$ cat src/rtl/s4_pkg.sv
// s4_pkg: types and line levels shared by the s4 serial receiver and the
// matching transmitter.
package s4_pkg;

    // Receiver frame states; ST_PAR is only reached when parity is built in.
    typedef enum logic [1:0] {
        ST_IDLE = 2'd0,
        ST_DATA = 2'd1,
        ST_PAR  = 2'd2,
        ST_STOP = 2'd3
    } rx_state_t;

    // Level of an idle line and of the stop bit.
    localparam logic LINE_IDLE = 1'b1;
    // Level that marks the beginning of a frame.
    localparam logic START_BIT = 1'b0;

endpackage : s4_pkg

$ cat src/rtl/s4_rx_shift.sv
// s4_rx_shift: DATA_W-bit assembly register for the serial receiver.
// MSB_FIRST=0 shifts right (new bit enters at the MSB, so the first bit
// ends up in the LSB); MSB_FIRST=1 shifts left (new bit enters at the LSB).
// With S4_SERIAL_RX_PARITY_EN defined it also keeps a running XOR of the
// bits shifted in since the last start.
module s4_rx_shift
    import s4_pkg::*;
#(
    parameter int DATA_W    = 4,
    parameter bit MSB_FIRST = 1'b0
) (
    input  logic              clk,
    input  logic              clr,
    input  logic              start,
    input  logic              shift_en,
    input  logic              din,
`ifdef S4_SERIAL_RX_PARITY_EN
    output logic              parity,
`endif
    output logic [DATA_W-1:0] data
);

    // Assembly register: cleared at each start bit, shifted on each data bit.
    always_ff @(posedge clk or negedge clr) begin
        // NOTE: all state, including this data register, is reset so a frame
        // interrupted by clr leaves no stale bits behind.
        if (!clr) begin
            data <= '0;
        end else if (start) begin
            data <= '0;
        end else if (shift_en) begin
            // NOTE: sequential state uses non-blocking assignments so every
            // register samples the pre-edge value of its neighbours.
            data <= MSB_FIRST ? {data[DATA_W-2:0], din} : {din, data[DATA_W-1:1]};
        end
    end

`ifdef S4_SERIAL_RX_PARITY_EN
    // Running even-parity accumulator over the data bits of the current frame.
    always_ff @(posedge clk or negedge clr) begin
        if (!clr) begin
            parity <= 1'b0;
        end else if (start) begin
            parity <= 1'b0;
        end else if (shift_en) begin
            parity <= parity ^ din;
        end
    end
`endif

endmodule : s4_rx_shift

$ cat src/rtl/s4_serial_rx.sv
// s4_serial_rx: framed serial-to-parallel receiver with a valid/ready output.
// Frame: start(0), DATA_W data bits, optional even-parity bit, stop(1).
// Optional feature macro: S4_SERIAL_RX_PARITY_EN adds the parity bit and a
// live par_err; without it par_err is tied low.
module s4_serial_rx
    import s4_pkg::*;
#(
    parameter int DATA_W    = 4,
    parameter bit MSB_FIRST = 1'b0
) (
    input  logic              clk,
    input  logic              clr,
    input  logic              ser_in,
    input  logic              bit_en,
    output logic [DATA_W-1:0] dout,
    output logic              dout_valid,
    input  logic              dout_ready,
    output logic              busy,
    output logic              frame_err,
    output logic              par_err,
    output logic              overrun,
    input  logic              ovr_clr
);

    localparam int              CNT_W    = (DATA_W > 2) ? $clog2(DATA_W) : 1;
    localparam logic [CNT_W-1:0] LAST_BIT = CNT_W'(DATA_W - 1);

    rx_state_t          state;
    logic [CNT_W-1:0]   bit_cnt;
    logic [DATA_W-1:0]  word;
    logic               start;
    logic               shift_en;

`ifdef S4_SERIAL_RX_PARITY_EN
    logic               parity;
    logic               par_bad;
    logic               par_err_q;
`endif

    // Shift-register controls decoded from the current state and strobe.
    assign start    = bit_en && (state == ST_IDLE) && (ser_in == START_BIT);
    assign shift_en = bit_en && (state == ST_DATA);
    assign busy     = (state != ST_IDLE);

    s4_rx_shift #(
        .DATA_W    (DATA_W),
        .MSB_FIRST (MSB_FIRST)
    ) u_shift (
        .clk      (clk),
        .clr      (clr),
        .start    (start),
        .shift_en (shift_en),
        .din      (ser_in),
`ifdef S4_SERIAL_RX_PARITY_EN
        .parity   (parity),
`endif
        .data     (word)
    );

`ifdef S4_SERIAL_RX_PARITY_EN
    assign par_err = par_err_q;
`else
    assign par_err = 1'b0;
`endif

    // Frame FSM, holding register, handshake and error/overrun flags.
    always_ff @(posedge clk or negedge clr) begin
        if (!clr) begin
            state      <= ST_IDLE;
            bit_cnt    <= '0;
            dout       <= '0;
            dout_valid <= 1'b0;
            frame_err  <= 1'b0;
            overrun    <= 1'b0;
`ifdef S4_SERIAL_RX_PARITY_EN
            par_bad    <= 1'b0;
            par_err_q  <= 1'b0;
`endif
        end else begin
            // Error flags are single-cycle pulses.
            frame_err <= 1'b0;
`ifdef S4_SERIAL_RX_PARITY_EN
            par_err_q <= 1'b0;
`endif
            // Clear first so a same-edge overrun below takes precedence.
            if (ovr_clr) begin
                overrun <= 1'b0;
            end
            // Consumer takes the word; a load below may re-assert valid.
            if (dout_valid && dout_ready) begin
                dout_valid <= 1'b0;
            end

            if (bit_en) begin
                case (state)
                    ST_IDLE: begin
                        if (ser_in == START_BIT) begin
                            state   <= ST_DATA;
                            bit_cnt <= '0;
`ifdef S4_SERIAL_RX_PARITY_EN
                            par_bad <= 1'b0;
`endif
                        end
                    end
                    ST_DATA: begin
                        if (bit_cnt == LAST_BIT) begin
                            bit_cnt <= '0;
`ifdef S4_SERIAL_RX_PARITY_EN
                            state   <= ST_PAR;
`else
                            state   <= ST_STOP;
`endif
                        end else begin
                            bit_cnt <= bit_cnt + 1'b1;
                        end
                    end
`ifdef S4_SERIAL_RX_PARITY_EN
                    ST_PAR: begin
                        par_bad <= (ser_in != parity);
                        state   <= ST_STOP;
                    end
`endif
                    ST_STOP: begin
                        state <= ST_IDLE;
                        if (ser_in != LINE_IDLE) begin
                            frame_err <= 1'b1;
`ifdef S4_SERIAL_RX_PARITY_EN
                        end else if (par_bad) begin
                            par_err_q <= 1'b1;
`endif
                        end else if (!dout_valid || dout_ready) begin
                            dout       <= word;
                            dout_valid <= 1'b1;
                        end else begin
                            overrun <= 1'b1;
                        end
                    end
                    // NOTE: a default arm keeps the case fully specified; in a
                    // clocked block this adds no latch, it just recovers from
                    // any unreachable encoding.
                    default: begin
                        state <= ST_IDLE;
                    end
                endcase
            end
        end
    end

endmodule : s4_serial_rx

$ cat config.mk
export PLATFORM = sky130hd
export DESIGN_NAME = s4_serial_rx
export DESIGN_NICKNAME = d
export VERILOG_FILES = /design/src/rtl/s4_pkg.sv /design/src/rtl/s4_rx_shift.sv /design/src/rtl/s4_serial_rx.sv
export SDC_FILE = /design/constraint.sdc
export NUM_CORES = 1
export LEC_CHECK = 0
export ABC_CLOCK_PERIOD_IN_PS = 1700
export CAP_MARGIN = 0
export CELL_PAD_IN_SITES_DETAIL_PLACEMENT = 1
export CELL_PAD_IN_SITES_GLOBAL_PLACEMENT = 1
export CORE_MARGIN = 4
export CORE_UTILIZATION = 29
export DETAILED_ROUTE_END_ITERATION = 8
export PLACE_DENSITY = 0.66
export SETUP_SLACK_MARGIN = 0.4
export SYNTH_ARGS = -nofsm -noshare
export SYNTH_HDL_FRONTEND = slang
export SYNTH_HIERARCHICAL = 1
export SYNTH_SLANG_ARGS = --single-unit
$ cat constraint.sdc
create_clock -name clk -period 1.7 [get_ports clk]
set_input_delay 0.17 -clock clk [delete_from_list [all_inputs] [get_ports clk]]
set_output_delay 0.17 -clock clk [all_outputs]
set_load 0.02 [all_outputs]
==> results of run 1 <==
## cell families after synthesis
kind of cell	after synthesis
adder cells (fa/ha/maj)	1
flip-flops	15
multiplexers	8
AO/OA/AOI/OAI	6
buffers and inverters	5
other	1
AND/OR/NAND/NOR	16
## final cells by class
cell class | instances | area (um^2) | share of cell area, %
well taps | 27 | 33.8 | 3.68
flip-flops and latches | 15 | 375 | 40.9
inverters | 3 | 11.3 | 1.23
clock buffers | 3 | 22.5 | 2.46
clock inverters | 1 | 5.00 | 0.546
multi-input cells | 32 | 267 | 29.1
repair buffers | 21 | 203 | 22.1
## how the worst min path moves through the flow
stage	to	slack (ns)	cells past startpoint
6_report	state[1]	0.19	2
5_1_grt	state[1]	0.19	2
4_1_cts	state[1]	0.19	2
3_5_place_dp	bit_cnt[1]	0.50	1
3_3_place_gp	bit_cnt[0]	0.50	2
2_1_floorplan	bit_cnt[0]	-0.13	0
## power groups by stage
stage | Sequential, mW | Combinational (mW) | Clock (mW)
floorplan | 0.656 | 0.272 | 0
global placement | 0.595 | 0.583 | 0
detailed placement | 0.597 | 0.598 | 0
CTS | 0.591 | 0.607 | 0.213
global route | 0.619 | 0.731 | 0.233
finish | 0.598 | 0.679 | 0.198
## timing repair
| action | in CTS | in global routing |
|---|---|---|
| endpoints found under the setup margin | 11 | 9 |
| resized for setup | 11 | 10 |
| setup buffers | 1 | 3 |
| hold endpoints to repair | 0 | 0 |
| pin swaps | 0 | 2 |
## cells in the mapped netlist, types with 2 or more instances
cell type  count
mux2_2         4
nor2_1         6
nor2b_1        2
dfrtp_1       15
inv_1          3
nand2_1        2
a22o_1         2
mux2i_1        4
## per-stage QoR
| stage | hold slack [ns] | worst slack [ns] | std cells |
|---|---|---|---|
| final | 0.194 | 0.402 | 102 |
| after global routing | 0.194 | 0.347 | 102 |
| after CTS | 0.193 | 0.258 | 99 |
| after detailed placement | 0.500 | 0.0940 | 94 |
| after global placement | 0.496 | 0.144 | 94 |
| after floorplan | -0.126 | 0.488 | 52 |
## worst max-delay path: cells and delay by family
kind / cells / cell delay [ns]
buffers and inverters: 1 / 0.61
multiplexers: 1 / 0.32
AND/OR/NAND/NOR: 2 / 0.38
## flip-flops by register name, indices dropped and copies added (netlist names)
signal,cells
bit_cnt,2
dout,4
dout_valid,1
frame_err,1
overrun,1
state,2
u_shift/data,4
## routing by layer
layer	vias to the layer above	global-route usage, %	wire [um]	share of wire (%)
li1	218	-	-	-
met1	221	12.2	673	47
met2	11	14.9	662	46
met3	2	4.20	60	4.2
met4	0	5.21	28	2.0
met5	-	0	0	0
==> summary.md, run 1 <==
| Metric | Value |
|---|---|
| Drt via density | `4.43` |
| I/O Pins | `15` |
| Vias post-DR | `452` |
| Skew-Pair Late Insertion Delay | `0.28 ns` |
| Post-synth EDFFs | `0` |
| Main synth FF type | `dfrtp_1` |
| Seq cells post-synth | `15` |
| Complex-gate fraction of the synthesized area | `6.38%` |
| Final Critical Period | `1.30 ns` |
| Commonest non-fill, non-tap cell in the layout | `dfrtp_1` |
| Layout cells sized above 1 | `28.0%` |
| NumNets Final | `83` |
| Synth cell types | `22` |
| Sequential fraction of the synthesis area | `58.0%` |
| Number of global-route vias before repair | `510` |
| H-tree Lvls | `1` |
| Final setup viols | `0` |
| Clock Tree Root | `clkbuf_4` |
| Crit Path Class | `in -> reg` |
| CP Cell Sequence | `clkdlybuf4s50_1, nand4_4, nor2b_4, mux2_4` |
| P_leak | `0.465 nW` |
| CTS Buf Count | `3` |
| Synthesis Warnings | `6` |
| Post-DP HPWL | `1.07 mm` |
| Overall power | `1.47 mW` |
| Internal | `0.961 mW` |
| XOR/XNOR Fraction of Synth Area | `0%` |
| Sequential power share | `40.5%` |
| RSZ-0062 raised after global routing | `yes` |
| Initial Util | `31.7%` |
| Fillcell total | `234` |
| Initial antenna violation count | `0` |
| CP max FO | `6` |
| Worst Path Required | `1.88 ns` |
| Reg-to-Reg Start | `state[0]` |
| Clock sink count | `15` |
| Max Fclk | `771 MHz` |
| Final hold vios | `0` |
| Clk slew on worst S/H paths | `0.09 ns` |
| Reg-to-Reg End | `dout[2]` |
| Maximum vdd drop | `0.631 mV` |
| Origin of the worst setup path | `bit_en` |
| Clock power frac | `13.4%` |
| Max stage delay cell, worst path | `clkdlybuf4s50_1` |
| Total gr overflow | `0` |
| Post-Syn Instances | `52` |
| Largest net degree at the start of global routing | `16` |
| Synth top area share | `58.0%` |
| # rows | `16` |
| Port bufs | `13` |
| Power Dens Cells | `1610 mW/mm^2` |
| Util after Layout | `44.9%` |
| Core ar. | `0.00204 mm^2` |
| RePlAce Congestion | `0.660` |
| Final period util | `76.3%` |
| Placed cell area | `828 um^2` |
| Area leader, netlist | `dfrtp_1` |
| CP arrival | `1.48 ns` |
| Antenna diodes | `0` |
| Final Instance Area | `917 um^2` |
| Total wire length | `1.43 mm` |
| Status | `completed` |
| CP peak stage delay | `0.61 ns` |
| CTS tree | `built` |
| DIE WIDTH | `55.2 um` |
| Area contributors post-synth | `dfrtp_1 (58%), mux2_2 (7.0%), mux2i_1 (6.2%)` |
| Largest family of logic cells by synthesized area | `simple AND/OR/NAND/NOR gates` |
| Die ar. | `0.00305 mm^2` |
| Worst Reg-to-Reg Cells | `4` |
| Max Buffers Root-to-Sink | `2` |
| Total negative slack | `0 ns` |
| Drt first-iter violations | `2` |
| First-pass GRT wire length | `2.37 mm` |
| Worst Hold Class | `in -> async` |
| Max Cap Violations | `0` |
| Simple-Gate Fraction of Synth Area | `16.2%` |
| Worst R2R Setup Slack | `0.43 ns` |
| Most frequent cells in the layout | `dfrtp_1 (15), dlygate4sd2_1 (7), nor2_1 (6)` |
| Clk_skew | `0.00774 ns` |
| DRC Markers | `0` |
| Startpoint Class | `primary input` |
| Hold Buf Count CTS | `0` |
| Mean post-synth cell area | `12.4 um^2` |
| Die H | `55.2 um` |
| Adder-Cell Fraction of Synth Area | `1.93%` |
| Drt wl/cell | `14.0 um` |
| Ys async rst share | `100%` |
| Initial DRT Pass Iterations | `3` |
| Post-Syn Area | `647 um^2` |
| Area delta synth->final | `41.8%` |
| Total track usage | `9.98%` |
| ANT nets after route | `0` |
| CP endpoint kind | `flop` |
| Post-synthesis mux area share | `13.2%` |
| Sw Share | `34.9%` |
| Max-slew violations | `0` |
| CP endpoint | `dout[2]` |
| Combinational share of power | `46.0%` |
| NetSw | `0.514 mW` |
| Post-Syn Nets | `59` |
(Power assumes the default switching activity.)
==> run 2: changes to the inputs <==
--- a/config.mk
+++ b/config.mk
@@ -5,7 +5,7 @@
 export SDC_FILE = /design/constraint.sdc
 export NUM_CORES = 1
 export LEC_CHECK = 0
-export ABC_CLOCK_PERIOD_IN_PS = 1700
+export ABC_CLOCK_PERIOD_IN_PS = 1300
 export CAP_MARGIN = 0
 export CELL_PAD_IN_SITES_DETAIL_PLACEMENT = 1
 export CELL_PAD_IN_SITES_GLOBAL_PLACEMENT = 1
==> constraint.sdc (replaced) <==
create_clock -name clk -period 1.3 [get_ports clk]
set_input_delay 0.13 -clock clk [delete_from_list [all_inputs] [get_ports clk]]
set_output_delay 0.13 -clock clk [all_outputs]
set_load 0.02 [all_outputs]
==> summary.md, run 2 (same netlist as run 1, synthesis figures left out) <==
| Metric | Value |
|---|---|
| Startpoint Class | `flop` |
| Die ar. | `0.00305 mm^2 (unchanged)` |
| Max stage delay cell, worst path | `dfrtp_1` |
| Origin of the worst setup path | `state[0]` |
| RePlAce Congestion | `0.692 (+4.8%)` |
| Max-slew violations | `0 (unchanged)` |
| Final setup viols | `0 (unchanged)` |
| Max Cap Violations | `0 (unchanged)` |
| DIE WIDTH | `55.2 um (unchanged)` |
| Reg-to-Reg Start | `state[0]` |
| Core ar. | `0.00204 mm^2 (unchanged)` |
| Status | `completed` |
| Total gr overflow | `0 (unchanged)` |
| CP max FO | `5 (-1)` |
| Max Buffers Root-to-Sink | `2 (unchanged)` |
| Area delta synth->final | `53.4%` |
| Maximum vdd drop | `0.780 mV (+24%)` |
| Skew-Pair Late Insertion Delay | `0.28 ns (about the same)` |
| CP peak stage delay | `0.38 ns (-0.23 ns)` |
| NumNets Final | `91 (+9.6%)` |
| Hold Buf Count CTS | `0 (unchanged)` |
| CTS Buf Count | `3 (unchanged)` |
| Total wire length | `1.43 mm (+0.35%)` |
| CTS tree | `built` |
| Final Non-Filler Cells | `110 (+7.8%)` |
| CP Cell Sequence | `buf_6, nand4_4, nor2b_4, mux2_4` |
| Largest net degree at the start of global routing | `16 (unchanged)` |
| WP buf/inv | `1 (unchanged)` |
| CP top delay family | `flip-flops` |
| Drt via density | `4.31 (-2.8%)` |
| WHS | `0.149 ns (-0.0447 ns)` |
| DRC Markers | `0 (unchanged)` |
| Antenna diodes | `0 (unchanged)` |
| Most frequent cells in the layout | `dfrtp_1 (14), buf_4 (14), buf_6 (10)` |
| Final period util | `95.8%` |
| Worst Path Required | `1.47 ns (-0.41 ns)` |
| Port bufs | `13 (unchanged)` |
| Max Fclk | `803 MHz` |
| Final hold vios | `0 (unchanged)` |
| Clock Tree Root | `clkbuf_4` |
| I/O Pins | `15 (unchanged)` |
| H-tree Lvls | `1 (unchanged)` |
| Initial antenna violation count | `0 (unchanged)` |
| Vias post-DR | `474 (+4.9%)` |
| Overall power | `2.06 mW (+40%)` |
| Clk_skew | `0.00273 ns (-0.00501 ns)` |
| Drt wl/cell | `13.0 um (-6.9%)` |
| Placed insts | `98 (+4.3%)` |
| Initial Util | `31.7% (unchanged)` |
| P_leak | `0.489 nW (+5.2%)` |
| Final Critical Period | `1.25 ns` |
| Worst Hold Class | `in -> async` |
| ANT nets after route | `0 (unchanged)` |
| Initial DRT Pass Iterations | `4 (+1)` |
| Fillcell total | `229 (-2.1%)` |
| Top flop regs | `dout (4), u_shift/data (4)` |
| Number of global-route vias before repair | `509 (-0.20%)` |
| Die H | `55.2 um (unchanged)` |
| Drt first-iter violations | `4 (+2)` |
| CP endpoint kind | `flop` |
| First-pass GRT wire length | `2.32 mm (-2.3%)` |
| Post-DP HPWL | `955 um (-11%)` |
| RSZ-0062 raised after global routing | `yes` |
| CP arrival | `1.42 ns (-0.06 ns)` |
| Crit Path Class | `reg -> reg` |
| Total track usage | `9.73% (-0.25 points)` |
| Clk slew on worst S/H paths | `0.09 ns (about the same)` |
| Clock sink count | `15 (unchanged)` |
| Power Dens Cells | `2080 mW/mm^2 (+29%)` |
| Layout cells sized above 1 | `48.2% (+20 points)` |
| # rows | `16 (unchanged)` |
[run 2: final timing paths]
check	end	slack [ns]	cells past startpoint
min	bit_cnt[0]	0.15	2
min in group clk	overrun	0.42	2
min reg2reg	bit_cnt[1]	0.53	1
max reg2reg	dout[3]	0.05	4
max in group asynchronous	dout_valid	0.96	2
max	dout[3]	0.05	4
[run 2: through the flow]
stage	worst slack, ns	TNS [ns]	utilization, %	instance area [um^2]
after floorplan	0.121	0	-	661
after global placement	-0.179	-1.24	42.3	863
after detailed placement	-0.199	-1.43	42.3	863
after CTS	0.0518	0	47.1	962
after global routing	-0.00405	-0.00618	48.6	992
final	0.0545	0	48.6	992
[run 2: routing by layer]
metal  share of wire [%]  track usage (%)  vias to the layer above  wire (um)
met2                  51             15.0                       10        724
li1                    -                -                      234          -
met5                   0                0                        -          0
met3                 2.5             1.86                        2         36
met1                  45             11.4                      228        641
met4                 1.9             8.33                        0         27
[run 2: where the power goes]
part	leakage (nW)	internal (mW)	switching, mW
sequential	0.189	0.654	0.136
combinational	0.282	0.590	0.412
clock	0.0177	0.114	0.153
total	0.489	1.36	0.701
[run 2: layout make-up]
class | instances | area, um^2 | area share (%)
Multi-Input combinational cell | 32 | 275 | 27.7
Inverter | 3 | 11.3 | 1.13
Tap cell | 27 | 33.8 | 3.40
Timing Repair Buffer | 29 | 268 | 27.0
Clock inverter | 1 | 5.00 | 0.504
Clock buffer | 3 | 22.5 | 2.27
Sequential cell | 15 | 377 | 38.0
[run 2: what timing repair did]
item,4_1_cts,5_1_grt
pin swaps,4,3
endpoints found under the setup margin,21,23
setup buffers,6,2
gates resized for setup,54,4
==> RTL edit 1 (config.mk and constraints of run 1) <==
Build with the macro `S4_SERIAL_RX_PARITY_EN` defined.
--- a/src/rtl/s4_rx_shift.sv
+++ b/src/rtl/s4_rx_shift.sv
@@ -5,2 +5,4 @@
 // bits shifted in since the last start.
+`define S4_SERIAL_RX_PARITY_EN
+
 module s4_rx_shift
Check against the original RTL: not equivalent (Yosys sat finds a counterexample within 10 cycles, from zero or initial values).
==> RTL edit 1 against run 1 <==
  * Fmax fell by 12%
  * Worst hold slack got worse by 0.0011 ns
  * Sequential cell count rose by 3
  * Routed wire length rose by 37%
  * Cell area rose by 38%
  * Register-to-register slack got worse by 0.21 ns
  * Power rose by 37%
  * Synthesized area rose by 34%
  * Setup slack got worse by 0.18 ns
  * Die area rose by 29%
  * Via count rose by 45%
  * Global-route usage rose by 1.0 points
  * Core utilization barely moved
==> RTL edit 1: results (changes against run 1) <==
Commonest cells post-synth=dfrtp_1, inv_1, nor2_1; WL final=1959 um (+37%); Placed Cells=122 (+30%); adder-cell share of the synthesized area=7.194% (+5.3 points); synth top area cells=dfrtp_1, ha_1, mux2i_1; post-CTS sizing=25 (+14); f_max=0.6775 GHz (-12%); reg2reg path depth=5 (+1); compound-cell area share of the yosys netlist=11.37% (+5.0 points); Vias/cell=4.896 (+10%); Seq/Total Area, Yosys=51.80% (-6.2 points); WP data arrival=1.67 ns (+0.19 ns); Tot GR Track Use=10.98% (+1.0 points); PD cells=1598 nW/um^2 (-0.61%); Crit Reg-Reg Endpoint=state[1]$_DFFE_PN0P_; post-DP HPWL=1445 um (+35%); 1st-pass router iterations=2 (-1); outcome=finished, final reports clean; PortBufs=14 (+1); vias in the first global route=727 (+43%); first-pass GRT wire length=3456 um (+46%); layout cells sized above 1=37.86% (+9.9 points); Worst Setup SP=state[0]$_DFFE_PN0P_; Setup WS pre-CTS=0.04910 ns (-0.04495 ns); gp weighted congestion=0.6944 (+5.2%)
RTL edit 1: cell types whose count changed after synthesis, moves of 2 or more:
cell	change
dfrtp_1	+3
a32oi_1	+3
a21oi_1	+2
a22o_1	-2
o21ai_0	+2
ha_1	+4
and2_1	+3
inv_1	+3
RTL edit 1: cell type report:
| cell class | instances | area, um^2 |
|---|---|---|
| Fill cell | 310 | 1544 |
| Sequential cell | 18 | 452.9 |
| Timing Repair Buffer | 27 | 236.5 |
| Multi-Input combinational cell | 48 | 471.7 |
| Inverter | 6 | 25.02 |
| Tap cell | 31 | 38.79 |
| Clock buffer | 4 | 36.28 |
RTL edit 1: metal layers:
metal  global-route usage (%)  up-vias  wire length [um]
met5                        0        -                 0
met4                    4.132        0                27
met3                    3.597        3               107
met2                    18.91       16               983
met1                    12.58      322               841
li1                         -      315                 -
RTL edit 1: worst max-delay path: stages (launching register included):
cell and delay [ns]:
dfrtp_2 0.44, inv_2 0.07, ha_4 0.18, a21bo_4 0.21
a21o_1 0.18, mux2_4 0.29
==> RTL edit 2 (settings of run 1) <==
Made on the original files. Re-encode `rx_state_t` (4 states) as Gray code, 2 bits wide.
--- a/src/rtl/s4_pkg.sv
+++ b/src/rtl/s4_pkg.sv
@@ -6,6 +6,6 @@
     typedef enum logic [1:0] {
-        ST_IDLE = 2'd0,
-        ST_DATA = 2'd1,
-        ST_PAR  = 2'd2,
-        ST_STOP = 2'd3
+        ST_IDLE = 2'b00,
+        ST_DATA = 2'b01,
+        ST_PAR  = 2'b11,
+        ST_STOP = 2'b10
     } rx_state_t;
Behaviour: same outputs for any inputs over 10 cycles, from zero or initial values; not proved beyond that.
==> RTL edit 2 against run 1 <==
  * Combinational power decreased by 30%
  * Setup slack got worse by 0.099 ns
  * First-iteration DRC count decreased by 50%
  * Synthesized area increased by 0.97%
  * Core utilization decreased by 1.0 points
  * Sequential power decreased by 5.9%
  * Largest power group is now registers
  * Sequential cell count unchanged
  * Non-clock buffer count decreased by 1
  * Largest cell class unchanged
  * Routed wire length decreased by 8.6%
  * Synthesized cell count decreased by 1.9%
  * Cell area decreased by 2.3%
  * Power decreased by 17%
==> RTL edit 2: results (changes against run 1) <==
critical path fanouts, max=5 (-1); peak supply drop=414.9 uV (-34%); worst hold slack=0.2060 ns (+0.01177 ns); Vias/cell=4.540 (+2.5%); Fillers=230 (-1.7%); Signal buffers=20 (-4.8%); vias in the first global route=459 (-10%); Hold Path Class=in2async; first-pass GRT wire length=2056 um (-13%); 1st-iter DRT viols=1 (-1); Setup WS pre-CTS=0.08820 ns (-0.005847 ns); number of buffers created by CTS=3 (unchanged); post-route insts no fill=100 (-2.0%); Crit Reg-Reg Endpoint=dout[1]$_DFFE_PN0P_; clock buf count=4 (+1); gp weighted congestion=0.6926 (+4.9%); power share of the clock group=15.5% (+2.1 points); Seq/Total Area, Yosys=57.47% (-0.56 points); WP data arrival=1.55 ns (+0.07 ns); outcome=finished, final reports clean; clock network area share=2.933% (-0.068 points); Worst Setup SP=state[0]$_DFFE_PN0P_; sequential cell area=377.9 um^2 (+0.67%); Routed wire per std cell=13.03 um (-6.7%); post-DP HPWL=960.1 um (-10%); Placed Cells=92 (-2.1%); power in combinational cells=0.474 mW (-30%); Clock Skew=0.001858 ns (-0.005883 ns); Clock Power=0.191 mW (-4%); switch share=33.16% (-1.7 points); Reg2Reg Setup Slack=0.30 ns (-0.13 ns); sequential cell count=15 (unchanged); synthesized net count=58 (-1.7%); Non-clock buffer share=19.13% (-3.0 points); Final #Nets=81 (-2.4%); Commonest cells post-synth=dfrtp_1, nor2_1, mux2_2, mux2i_1, inv_1; Multi-In Gates=31 (-3.1%)
==> RTL edit 2: changes by cell type after synthesis <==
cell	before	now
a21o_1	0	1
a21oi_1	1	0
and3_1	1	0
and3b_1	1	0
and3b_2	0	1
nand4_4	1	0
nand4b_4	0	1
nor2_1	6	5
nor2b_1	2	0
nor4b_1	0	2
o21ai_0	1	2
==> RTL edit 2: how the worst max path moves through the flow <==
stage               slack (ns)                           to
floorplan                 0.47  u_shift/data[0]$_DFFE_PN0P_
global placement          0.12          dout[0]$_DFFE_PN0P_
detailed placement        0.09          dout[1]$_DFFE_PN0P_
CTS                       0.26                         busy
global route              0.28          dout[1]$_DFFE_PN0P_
finish                    0.30          dout[1]$_DFFE_PN0P_
==> RTL edit 2: routing by layer <==
metal | wire length, um | track usage, % | share of wire, %
met2 | 635 | 13.01 | 49
met4 | 21 | 4.167 | 1.6
met5 | 0 | 0 | 0
met1 | 600 | 11.06 | 46
met3 | 46 | 1.632 | 3.5
==> RTL edit 2: worst max-delay path: stages, from the launching register on <==
cell and delay (ns):
dfrtp_2 0.45, buf_6 0.13, nand4b_4 0.17, nor2b_4 0.21
mux2_4 0.32
==> RTL edit 2: kinds of logic (layout without fill, tap and decap cells) <==
logic type | Yosys count | after routing | synth area share (%)
DFF | 15 | 15 | 57.47
and+or+nand+nor | 14 | 14 | 15.90
muxes | 8 | 8 | 13.03
AOI/OAI and AO/OA | 7 | 7 | 7.473
buffers and inverters | 5 | 27 | 3.639
adders and majority gates | 1 | 1 | 1.915
other | 1 | 1 | 0.5742
==> RTL edit 2: what timing repair did <==
action / in CTS / in global routing
endpoints found under the setup margin: 12 / 10
buffers inserted: 1 / 3
resized for setup: 13 / 7
pin swaps: 0 / 0
hold endpoints to repair: 0 / 0
